$ cat src/rtl/instr_pkg.sv
// instr_pkg: shared definitions for the MIPS instruction decoder and encoder.
//   - instr_type_e : instruction category codes (R / I / J / illegal)
//   - OP_*         : opcode constants used by the category checker and tests
//   - *_LSB        : bit position of each field inside the 32-bit word
//   - encode_word  : assembles a 32-bit word from category and fields
package instr_pkg;

  typedef enum logic [1:0] {
    TYPE_R   = 2'b00,
    TYPE_I   = 2'b01,
    TYPE_J   = 2'b10,
    TYPE_BAD = 2'b11
  } instr_type_e;

  localparam logic [5:0] OP_RTYPE = 6'b000000;
  localparam logic [5:0] OP_J     = 6'b000010;
  localparam logic [5:0] OP_JAL   = 6'b000011;
  localparam logic [5:0] OP_ADDI  = 6'b001000;
  localparam logic [5:0] OP_LW    = 6'b100011;
  localparam logic [5:0] OP_SW    = 6'b101011;
  localparam logic [5:0] OP_BEQ   = 6'b000100;

  localparam int OP_LSB     = 26;
  localparam int RS_LSB     = 21;
  localparam int RT_LSB     = 16;
  localparam int RD_LSB     = 11;
  localparam int SHAMT_LSB  = 6;
  localparam int FUNCT_LSB  = 0;
  localparam int IMM_LSB    = 0;
  localparam int TARGET_LSB = 0;

  // Fields that do not belong to the selected format are simply not used.
  function automatic logic [31:0] encode_word(
    input instr_type_e kind,
    input logic [5:0]  op,
    input logic [4:0]  rs,
    input logic [4:0]  rt,
    input logic [4:0]  rd,
    input logic [4:0]  shamt,
    input logic [5:0]  funct,
    input logic [15:0] imm,
    input logic [25:0] target
  );
    logic [31:0] w;
    w = '0;
    case (kind)
      TYPE_R: w = (32'(op) << OP_LSB) | (32'(rs) << RS_LSB) | (32'(rt) << RT_LSB) |
                  (32'(rd) << RD_LSB) | (32'(shamt) << SHAMT_LSB) | (32'(funct) << FUNCT_LSB);
      TYPE_I: w = (32'(op) << OP_LSB) | (32'(rs) << RS_LSB) | (32'(rt) << RT_LSB) |
                  (32'(imm) << IMM_LSB);
      TYPE_J: w = (32'(op) << OP_LSB) | (32'(target) << TARGET_LSB);
      default: w = '0;
    endcase
    return w;
  endfunction

endpackage

$ cat src/rtl/instr_fifo.sv
// instr_fifo: synchronous FIFO with first-word-fall-through output.
//   clk, rst       : clock, synchronous active-high reset (empties the FIFO)
//   push, wr_data  : write request and data (ignored while full)
//   pop            : read request (ignored while empty)
//   rd_data        : head entry, zero while empty
//   full, empty    : occupancy flags
// DEPTH must be a power of two and at least 2.
module instr_fifo #(
  parameter int DEPTH = 4,
  parameter int WIDTH = 64
) (
  input  logic             clk,
  input  logic             rst,
  input  logic             push,
  input  logic [WIDTH-1:0] wr_data,
  input  logic             pop,
  output logic [WIDTH-1:0] rd_data,
  output logic             full,
  output logic             empty
);

  localparam int PTR_W = $clog2(DEPTH);
  localparam int CNT_W = PTR_W + 1;

  typedef enum logic [1:0] {
    ST_EMPTY,
    ST_PARTIAL,
    ST_FULL
  } fifo_state_e;

  fifo_state_e      state_reg, state_next;
  logic [CNT_W-1:0] count_reg, count_next;
  logic [PTR_W-1:0] wr_ptr_reg, rd_ptr_reg;
  logic [WIDTH-1:0] mem [DEPTH];
  logic             do_push, do_pop;

  assign full    = (state_reg == ST_FULL);
  assign empty   = (state_reg == ST_EMPTY);
  assign do_push = push & ~full;
  assign do_pop  = pop & ~empty;

  // The head is read straight from storage so a word written into an empty
  // FIFO is visible one cycle later; gating keeps the output at zero while
  // the (unreset) storage holds stale data.
  assign rd_data = empty ? '0 : mem[rd_ptr_reg];

  always_comb begin
    state_next = state_reg;
    count_next = count_reg;
    if (do_push && !do_pop) begin
      count_next = count_reg + CNT_W'(1);
    end else if (do_pop && !do_push) begin
      count_next = count_reg - CNT_W'(1);
    end
    case (state_reg)
      ST_EMPTY: begin
        if (do_push) state_next = ST_PARTIAL;
      end
      ST_PARTIAL: begin
        if (do_push && !do_pop && count_reg == CNT_W'(DEPTH - 1)) begin
          state_next = ST_FULL;
        end else if (do_pop && !do_push && count_reg == CNT_W'(1)) begin
          state_next = ST_EMPTY;
        end
      end
      ST_FULL: begin
        // Push is blocked while full, so only a pop can leave this state.
        if (do_pop) state_next = ST_PARTIAL;
      end
      default: state_next = ST_EMPTY;
    endcase
  end

  always_ff @(posedge clk) begin
    if (rst) begin
      state_reg  <= ST_EMPTY;
      count_reg  <= '0;
      wr_ptr_reg <= '0;
      rd_ptr_reg <= '0;
    end else begin
      state_reg <= state_next;
      count_reg <= count_next;
      if (do_push) wr_ptr_reg <= wr_ptr_reg + PTR_W'(1);
      if (do_pop)  rd_ptr_reg <= rd_ptr_reg + PTR_W'(1);
    end
  end

  always_ff @(posedge clk) begin
    if (do_push) mem[wr_ptr_reg] <= wr_data;
  end

endmodule

$ cat src/rtl/instr_encoder.sv
// instr_encoder: assembles 32-bit MIPS words from a category plus fields,
// tags each with a sequential byte address and buffers them in a FIFO.
//   clk, rst        : clock, synchronous active-high reset
//   in_valid/ready  : request handshake; in_ready = FIFO not full
//   in_type         : 00 R, 01 I, 10 J, 11 illegal (always rejected)
//   in_op .. in_target : instruction fields
//   out_valid/ready : output handshake; word popped on out_valid & out_ready
//   out_instr, out_addr : encoded word and its byte address
//   err, err_cnt    : sticky rejection flag, saturating rejection count
// Optional: define INSTR_TYPE_CHECK_EN to also reject requests whose opcode
// does not match the category (R with op!=0, J with op not J/JAL, I with an
// R/J opcode).
module instr_encoder #(
  parameter int                DEPTH     = 4,
  parameter int                ADDR_W    = 32,
  parameter logic [ADDR_W-1:0] BASE_ADDR = '0
) (
  input  logic              clk,
  input  logic              rst,
  input  logic              in_valid,
  output logic              in_ready,
  input  logic [1:0]        in_type,
  input  logic [5:0]        in_op,
  input  logic [4:0]        in_rs,
  input  logic [4:0]        in_rt,
  input  logic [4:0]        in_rd,
  input  logic [4:0]        in_shamt,
  input  logic [5:0]        in_funct,
  input  logic [15:0]       in_imm,
  input  logic [25:0]       in_target,
  output logic              out_valid,
  input  logic              out_ready,
  output logic [31:0]       out_instr,
  output logic [ADDR_W-1:0] out_addr,
  output logic              err,
  output logic [7:0]        err_cnt
);
  import instr_pkg::*;

  instr_type_e       kind;
  logic [31:0]       word;
  logic              is_bad;
  logic              accept, push, reject, pop;
  logic              fifo_full, fifo_empty;
  logic [ADDR_W-1:0] next_addr_reg;
  logic              err_reg;
  logic [7:0]        err_cnt_reg;

  assign kind = instr_type_e'(in_type);
  assign word = encode_word(kind, in_op, in_rs, in_rt, in_rd, in_shamt,
                            in_funct, in_imm, in_target);

  always_comb begin
    is_bad = (kind == TYPE_BAD);
`ifdef INSTR_TYPE_CHECK_EN
    case (kind)
      TYPE_R:  if (in_op != OP_RTYPE) is_bad = 1'b1;
      TYPE_J:  if (in_op != OP_J && in_op != OP_JAL) is_bad = 1'b1;
      TYPE_I:  if (in_op == OP_RTYPE || in_op == OP_J || in_op == OP_JAL) is_bad = 1'b1;
      default: is_bad = 1'b1;
    endcase
`endif
  end

  // A rejected request still completes its handshake; it just never
  // reaches the FIFO and does not consume an address.
  assign in_ready  = ~fifo_full;
  assign accept    = in_valid & in_ready;
  assign push      = accept & ~is_bad;
  assign reject    = accept & is_bad;
  assign out_valid = ~fifo_empty;
  assign pop       = out_valid & out_ready;
  assign err       = err_reg;
  assign err_cnt   = err_cnt_reg;

  instr_fifo #(
    .DEPTH (DEPTH),
    .WIDTH (32 + ADDR_W)
  ) u_fifo (
    .clk     (clk),
    .rst     (rst),
    .push    (push),
    .wr_data ({word, next_addr_reg}),
    .pop     (pop),
    .rd_data ({out_instr, out_addr}),
    .full    (fifo_full),
    .empty   (fifo_empty)
  );

  always_ff @(posedge clk) begin
    if (rst) begin
      next_addr_reg <= BASE_ADDR;
      err_reg       <= 1'b0;
      err_cnt_reg   <= '0;
    end else begin
      // Wraps naturally modulo 2^ADDR_W.
      if (push) next_addr_reg <= next_addr_reg + ADDR_W'(4);
      if (reject) begin
        err_reg <= 1'b1;
        if (err_cnt_reg != 8'hFF) err_cnt_reg <= err_cnt_reg + 8'd1;
      end
    end
  end

endmodule

$ cat config.mk
export PLATFORM = sky130hd
export DESIGN_NAME = instr_encoder
export DESIGN_NICKNAME = d
export VERILOG_FILES = /design/src/rtl/instr_pkg.sv /design/src/rtl/instr_fifo.sv /design/src/rtl/instr_encoder.sv
export SDC_FILE = /design/constraint.sdc
export NUM_CORES = 1
export LEC_CHECK = 0
export BUFFER_PORTS_ARGS = -buffer_cell sky130_fd_sc_hd__buf_4
export CAP_MARGIN = 20
export CORE_MARGIN = 2
export CORE_UTILIZATION = 30
export DETAILED_ROUTE_END_ITERATION = 16
export PLACE_DENSITY = 0.56
export SLEW_MARGIN = 20
export SYNTH_ARGS = -nofsm -noshare
export SYNTH_HDL_FRONTEND = slang
export SYNTH_SLANG_ARGS = --single-unit
$ cat constraint.sdc
create_clock -name clk -period 7.2 [get_ports clk]
set_input_delay 1.44 -clock clk [delete_from_list [all_inputs] [get_ports clk]]
set_output_delay 1.44 -clock clk [all_outputs]
set_load 0.02 [all_outputs]
==> results.cfg, run 1 <==
[run_status]
status = finished, final reports clean

[logic_synthesis]
postSynthAreaPerCell_um2 = 15.9
synthArstFlopShare_pct = 0
synth_seq_cells = 298
synth_edf_count = 248
yosysWarnings = 0
yosysSeqAreaShare_pct = 68.8
synth_area_um2 = 12300
synthCells = 771
synth_cell_types = 43
synth_flop_cell = edfxtp_1

[setup_path]
critPathRequiredTime_ns = 5.76
crit_path_max_fanout = 32
critPathCaptureType = primary output
cp-start-kind = flop
critPathTopFamily = buffers and inverters
path_cells = buf_4 > mux4_2 > and2_1 > buf_4
max_stage_delay_ns = 0.77
timing.rr.start = u_fifo.state_reg[0]$_SDFFE_PP0P_
regToRegSetupSlack_ns = 4.16
crit_arrival_ns = 2.97
critPathKind = reg -> out
cp_common_cell = buf_4
reg2reg_to = u_fifo.mem[0][55]$_DFFE_PP_
cp_num_buf_inv = 2
worstRegToRegCells = 5
cp_slowest_cell = dfxtp_4

[timing]
setup_violations = 0
period_share_pct = 61.3
period_minus_slack_ns = 4.41
timing.final.ws_setup_ns = 2.79
rsz0062_at_grt = no
setup_tns_ns = 0
worst_pin_slew_ns = 0.969
clock.fmax_mhz = 227
slew_violations = 0
hold_violations = 0
max_slew_margin_pct = 35.4
hold_ws_ns = 0.496
fin_skew_ns = 0.00848

[clock_network]
clk_latency_ns = 0.54
cts_root_buf = clkbuf_16
htreeDepth = 1
cts_buffer_depth = 3
path_clk_slew_ns = 0.06
cts_tree = built
hold_buffers = 0
clock-sinks = 298
ctsResizeCount = 0
post_cts_buffers = 0
numCtsBuffers = 31

[detailed_routing]
wl_um = 26700
ant_nets = 0
dr.pass1.iters = 5
viasPerCell = 4.60
drc = 0
wire_per_inst_um = 18.0
drtIter0Drc = 384
vias = 6810

[pwr]
vdd_drop_max_mv = 0.153
total_power_mw = 3.81
cellPowerDensity_nw_per_um2 = 254
p_leak_nw = 5.12

[finish]
final_common_cell = edfxtp_1
n_antenna_cell = 0
area_growth_pct = 21.8
largest_reg_flops = 248
fin_cells = 1480
drive_gt1_share_pct = 30.0
finalInstanceArea_um2 = 15000
nNetsFinal = 1015
mostFrequentLayoutCells = edfxtp_1 (248), buf_4 (158), and2_1 (68)
fin_util_pct = 36.8

[floorplan]
fp.dieW_um = 206
core_um2 = 40600
die_y_um = 206
rows = 74
io_pins = 155
die-area_um2 = 42600
initial_core_util_pct = 30.2

[grt]
first_global_vias = 6877
grt_start_max_net_pins = 65
grtUsageTotal_pct = 12.3
antenna_found_initial = 0
grt_first_pass_wirelength_um = 40200
gr-total-overflow = 0

[place]
gp_congestion = 0.698
portBuffers = 152
dpl-instance-area_um2 = 14000
preCtsSetupSlack_ns = 2.87
dpl.hpwl_um = 16500
placedCellCount = 1422

[flow_run]
maxCapViolations = 0

[hold_path]
hold_path_end = err_cnt[1]$_SDFFE_PP0P_
holdPathStages = 2
hp-class = reg -> reg
holdCritStartpoint = err_cnt[1]$_SDFFE_PP0P_
==> cells in the mapped netlist (2+ instances only) <==
master	number	share of area (%)
and2_1	72	3.7
nand2_1	49	1.5
and4_1	3	0.21
nor3_2	2	0.16
buf_4	3	0.18
xor2_1	7	0.50
buf_6	2	0.18
xnor2_1	28	2.0
nor4_2	4	0.41
ha_1	12	1.2
nor2b_1	3	0.15
mux4_2	62	11
and3_1	4	0.20
o21ai_0	33	1.3
dfxtp_1	50	8.2
a211oi_1	2	0.12
inv_1	23	0.70
mux2i_1	17	1.4
buf_2	7	0.29
a21oi_1	10	0.41
nand3_1	12	0.49
nand4_1	7	0.36
clkbuf_1	27	0.83
nor3_1	10	0.41
edfxtp_1	248	61
nand2b_1	2	0.10
or3_1	3	0.15
nor2_1	50	1.5
nor4_1	5	0.25
==> metal layers <==
metal | up-vias | share of wire (%) | GRT usage, %
met5 | - | 0 | 0
met4 | 0 | 0.98 | 1.99
met3 | 27 | 6.6 | 2.07
met2 | 198 | 47 | 20.6
met1 | 3402 | 45 | 17.0
li1 | 3183 | - | -
==> cells by family after synthesis <==
family	synth area share [%]
flops	68.8
mux	12.8
buf+inv	2.24
xor+xnor	2.50
compound gates	2.23
fa+ha+maj	1.22
simple gates	10.2
other cells	0.0305
==> worst max-delay path by stage <==
| stage | start | end | slack, ns | cells past startpoint |
|---|---|---|---|---|
| global placement | in_type[0] | u_fifo.mem[0][55]$_DFFE_PP_ | 2.91 | 6 |
| CTS | flop | out_addr[10] | 2.61 | 4 |
| global route | flop | out_instr[6] | 2.52 | 4 |
| floorplan | in_type[1] | u_fifo.mem[0][10]$_DFFE_PP_ | 3.12 | 5 |
| finish | flop | out_addr[10] | 2.79 | 4 |
| detailed placement | in_type[0] | u_fifo.mem[0][57]$_DFFE_PP_ | 2.87 | 6 |
==> worst register-to-register path: stages, from the launching register on <==
cell and delay [ns]:
dfxtp_1 0.38, nand2b_1 0.40, nand3_1 0.33, inv_2 0.25, and2_2 0.76, buf_4 0.56
==> layout make-up <==
class                           count  area (um^2)
Clock buffer                       39          847
Clock inverter                     19          145
Fill cell                        3843        25700
Inverter                           24         90.1
Multi-Input combinational cell    410         3580
Sequential cell                   298         8450
Tap cell                          532          666
Timing Repair Buffer              158         1190
==> power breakdown <==
| part | internal (mW) | switching (mW) |
|---|---|---|
| combinational | 0.146 | 0.172 |
| clock | 0.900 | 0.636 |
| sequential | 1.93 | 0.0252 |
Power figures use the tool's default switching activity.
==> run 2: changes to the inputs <==
Settings changed: PLACE_DENSITY 0.56 to 0.57.
Clock period 7.2 ns to 3.9 ns, I/O delays scaled along.
==> run 2 against run 1 <==
  * Clock-buffer cell count grew 1
  * Final area grew 1.1%
  * Sequential share of layout area shrank 0.61 points
  * Die area is the same
  * Critical endpoint is now out_addr[4]
  * Power grew 89%
  * Critical path type unchanged
  * Register-to-register slack lost 2.5 ns
  * Largest power group unchanged
  * Highest routed layer is now met5
  * Routed wire length shrank 0.28%
  * Worst setup slack lost 2.1 ns
  * Global-route usage grew 0.15 points
==> results.cfg, run 2 (same netlist as run 1, synthesis figures left out) <==
[detailed_routing]
vias = 6787
drc = 0
viasPerCell = 4.56
dr.pass1.iters = 5
drtIter0Drc = 401
wl_um = 26600
ant_nets = 0
wire_per_inst_um = 17.9

[finish]
area_growth_pct = 23.2
largest_reg_flops = 248
n_antenna_cell = 0
nNetsFinal = 1024
drive_gt1_share_pct = 31.3
final_common_cell = edfxtp_1
mostFrequentLayoutCells = edfxtp_1 (248), buf_4 (163), and2_1 (68)
fin_util_pct = 37.2

[timing]
timing.final.ws_setup_ns = 0.710
period_share_pct = 81.8
setup_violations = 0
period_minus_slack_ns = 3.19
clock.fmax_mhz = 313
setup_tns_ns = 0
slew_violations = 0
hold_ws_ns = 0.501
worst_pin_slew_ns = 0.813
fin_skew_ns = 0.0214
rsz0062_at_grt = no
max_slew_margin_pct = 45.5
hold_violations = 0

[setup_path]
reg2reg_to = next_addr_reg[31]$_SDFFE_PP0N_
cp-start-kind = flop
critPathKind = reg -> out
worstRegToRegCells = 5
critPathCaptureType = primary output
crit_arrival_ns = 2.41
crit_path_max_fanout = 37
critPathRequiredTime_ns = 3.12
regToRegSetupSlack_ns = 1.63
timing.rr.start = next_addr_reg[9]$_SDFFE_PP0N_

[floorplan]
io_pins = 155
initial_core_util_pct = 30.2
die_y_um = 206
fp.dieW_um = 206
core_um2 = 40600
rows = 74
die-area_um2 = 42600

[hold_path]
holdPathStages = 2
holdCritStartpoint = err_cnt[1]$_SDFFE_PP0P_
hold_path_end = err_cnt[1]$_SDFFE_PP0P_
hp-class = reg -> reg

[pwr]
switching_power_mw = 1.56
p_int_mw = 5.63
p_clk_share_pct = 41.5
vdd_drop_max_mv = 0.345
cellPowerDensity_nw_per_um2 = 475
swShare_pct = 21.7
p_leak_nw = 5.22
combPwrFrac_pct = 8.5
seq_power_share_pct = 50.0

[clock_network]
clk_latency_ns = 0.56
htreeDepth = 1
numCtsBuffers = 31
path_clk_slew_ns = 0.06
ctsResizeCount = 0
clock-sinks = 298
hold_buffers = 0
cts_tree = built
cts_buffer_depth = 3
cts_root_buf = clkbuf_16
post_cts_buffers = 0

[grt]
antenna_found_initial = 1
grtUsageTotal_pct = 12.4
first_global_vias = 6841
grt_start_max_net_pins = 63
gr-total-overflow = 0
grt_first_pass_wirelength_um = 40300

[place]
preCtsSetupSlack_ns = 0.859
portBuffers = 152
dpl.hpwl_um = 16700
gp_congestion = 0.767

[flow_run]
maxCapViolations = 0

[run_status]
status = finished, final reports clean
run 2: worst max path at each step:
stage	end	slack, ns
after global placement	u_fifo.mem[1][42]$_DFFE_PP_	0.91
after CTS	out_addr[9]	0.62
final	out_addr[4]	0.71
after floorplan	u_fifo.mem[0][10]$_DFFE_PP_	0.48
after detailed placement	u_fifo.mem[1][42]$_DFFE_PP_	0.86
after global routing	out_addr[4]	0.56
run 2: final cells by class:
class                      instances  area [um^2]
fill                            3822        25500
clock inverter                    18          206
multi-input combinational        410         3570
inverter                          24         90.1
sequential                       298         8450
timing repair buffer             167         1300
tap                              532          666
clock buffer                      40          840
run 2: through the flow:
stage | cell area (um^2) | power, mW | cells
floorplan | 12300 | 4.02 | 772
global route | 15100 | 7.47 | 1489
detailed placement | 14100 | 4.29 | 1431
CTS | 15100 | 7.30 | 1489
global placement | 14100 | 4.28 | 1431
finish | 15100 | 7.18 | 1489
run 2: layer usage:
metal | up-vias | share of wire [%] | track usage, %
li1 | 3208 | - | -
met5 | - | 0.045 | 0
met3 | 18 | 6.4 | 2.71
met2 | 174 | 48 | 21.2
met1 | 3385 | 45 | 16.5
met4 | 2 | 0.84 | 2.17
run 2: power by group through the flow:
stage / Sequential [mW] / Combinational, mW / Clock, mW
2_1_floorplan: 3.65 / 0.371 / 0
3_3_place_gp: 3.66 / 0.623 / 0
3_5_place_dp: 3.66 / 0.624 / 0
4_1_cts: 3.60 / 0.626 / 3.08
5_1_grt: 3.61 / 0.668 / 3.20
6_report: 3.60 / 0.608 / 2.98
run 2: critical path, stage by stage (launching register included):
cell and delay [ns]:
dfxtp_4 0.53, buf_12 0.35, mux4_2 0.58, and2_1 0.22
buf_4 0.17
==> run 3: changes to the inputs <==
Settings changed: PLACE_DENSITY 0.57 to 0.56.
Clock period 3.9 ns to 3.3 ns, I/O delays scaled along.
==> run 3 against run 2 <==
  * Flip-flop and latch count unchanged
  * Routed wire length increased by 1.7%
  * Power increased by 20%
  * Via count increased by 1.6%
  * Utilization increased by 0.34 points
  * Clock power increased by 22%
  * Highest routed layer is now met4
==> results.cfg, run 3 (same netlist as run 1, synthesis figures left out) <==
[grt]
gr-total-overflow = 0
first_global_vias = 7041
grt_start_max_net_pins = 51
antenna_found_initial = 0
grt_first_pass_wirelength_um = 41000
grtUsageTotal_pct = 12.7

[clock_network]
numCtsBuffers = 35
clock-sinks = 298
clk_latency_ns = 0.52
post_cts_buffers = 0
hold_buffers = 0
path_clk_slew_ns = 0.06
cts_tree = built
cts_buffer_depth = 3
htreeDepth = 2
ctsResizeCount = 0
cts_root_buf = clkbuf_16

[timing]
slew_violations = 0
setup_violations = 0
period_minus_slack_ns = 3.07
max_slew_margin_pct = 49.2
rsz0062_at_grt = no
fin_skew_ns = 0.0212
setup_tns_ns = 0
clock.fmax_mhz = 326
period_share_pct = 92.9
hold_violations = 0
worst_pin_slew_ns = 0.762

[hold_path]
holdPathStages = 2
hp-class = reg -> reg
hold_path_end = err_cnt[1]$_SDFFE_PP0P_
holdCritStartpoint = err_cnt[1]$_SDFFE_PP0P_

[floorplan]
initial_core_util_pct = 30.2
die-area_um2 = 42600
rows = 74
core_um2 = 40600
die_y_um = 206
fp.dieW_um = 206
io_pins = 155

[place]
dpl.hpwl_um = 17200
portBuffers = 152
dpl-instance-area_um2 = 14200
gp_congestion = 0.729

[setup_path]
critPathKind = reg -> out
critPathCaptureType = primary output
critPathRequiredTime_ns = 2.64
timing.rr.start = u_fifo.state_reg[0]$_SDFFE_PP0P_
crit_path_max_fanout = 21
regToRegSetupSlack_ns = 0.98
cp-start-kind = flop
reg2reg_to = u_fifo.mem[3][7]$_DFFE_PP_
worstRegToRegCells = 6
crit_arrival_ns = 2.41

[pwr]
cellPowerDensity_nw_per_um2 = 564
swShare_pct = 22.2
vdd_drop_max_mv = 0.295
seq_power_share_pct = 49.4
p_leak_nw = 5.28
combPwrFrac_pct = 8.3
total_power_mw = 8.61
p_int_mw = 6.70
p_clk_share_pct = 42.3
switching_power_mw = 1.91

[detailed_routing]
drtIter0Drc = 389
vias = 6893
dr.pass1.iters = 5
ant_nets = 0
wl_um = 27100
wire_per_inst_um = 18.0
viasPerCell = 4.60
drc = 0

[finish]
mostFrequentLayoutCells = edfxtp_1 (248), buf_4 (165), and2_1 (68)
area_growth_pct = 24.3
n_antenna_cell = 0
drive_gt1_share_pct = 31.6
nNetsFinal = 1033
final_common_cell = edfxtp_1
largest_reg_flops = 248
finalInstanceArea_um2 = 15300

[flow_run]
maxCapViolations = 0

[run_status]
status = finished, final reports clean
run 3: stage by stage:
stage | util, % | hold WS [ns] | setup slack, ns | instances
floorplan | - | 0.469 | 0.00206 | 772
global placement | 34.8 | 0.484 | 0.713 | 1436
detailed placement | 34.8 | 0.481 | 0.616 | 1436
CTS | 37.6 | 0.482 | 0.138 | 1500
global route | 37.6 | 0.502 | 0.0611 | 1500
finish | 37.6 | 0.487 | 0.233 | 1500
run 3: power by group through the flow:
stage	clock network, mW	logic (mW)	registers [mW]
5_1_grt	3.92	0.787	4.27
3_3_place_gp	0	0.731	4.33
4_1_cts	3.75	0.738	4.26
3_5_place_dp	0	0.736	4.34
2_1_floorplan	0	0.438	4.31
6_report	3.64	0.719	4.25
run 3: critical path, stage by stage (launching register included):
cell and delay, ns:
dfxtp_4 0.65, buf_4 0.37, mux4_2 0.53, and2_1 0.19, buf_4 0.16
run 3: final cells by class:
cell class	instances	area, um^2
repair buffers	172	1380
well taps	532	666
multi-input cells	410	3570
inverters	24	90.1
clock inverters	21	153
fillers	3810	25400
clock buffers	43	957
flip-flops and latches	298	8450
run 3: how the worst max path moves through the flow:
stage	startpoint	end	slack, ns
floorplan	in_type[1]	u_fifo.mem[0][10]$_DFFE_PP_	0.002
global placement	in_type[0]	u_fifo.mem[3][6]$_DFFE_PP_	0.71
detailed placement	in_type[0]	u_fifo.mem[3][6]$_DFFE_PP_	0.62
CTS	flop	out_instr[24]	0.14
global route	flop	out_instr[21]	0.06
finish	flop	out_instr[24]	0.23
run 3: layer usage:
metal  part of all wire, %  global-route usage (%)  up-vias
met2                    46                    20.9      173
met5                     0                       0        -
met4                   1.4                    3.32        0
li1                      -                       -     3243
met1                    46                    17.3     3448
met3                   5.9                    2.44       29
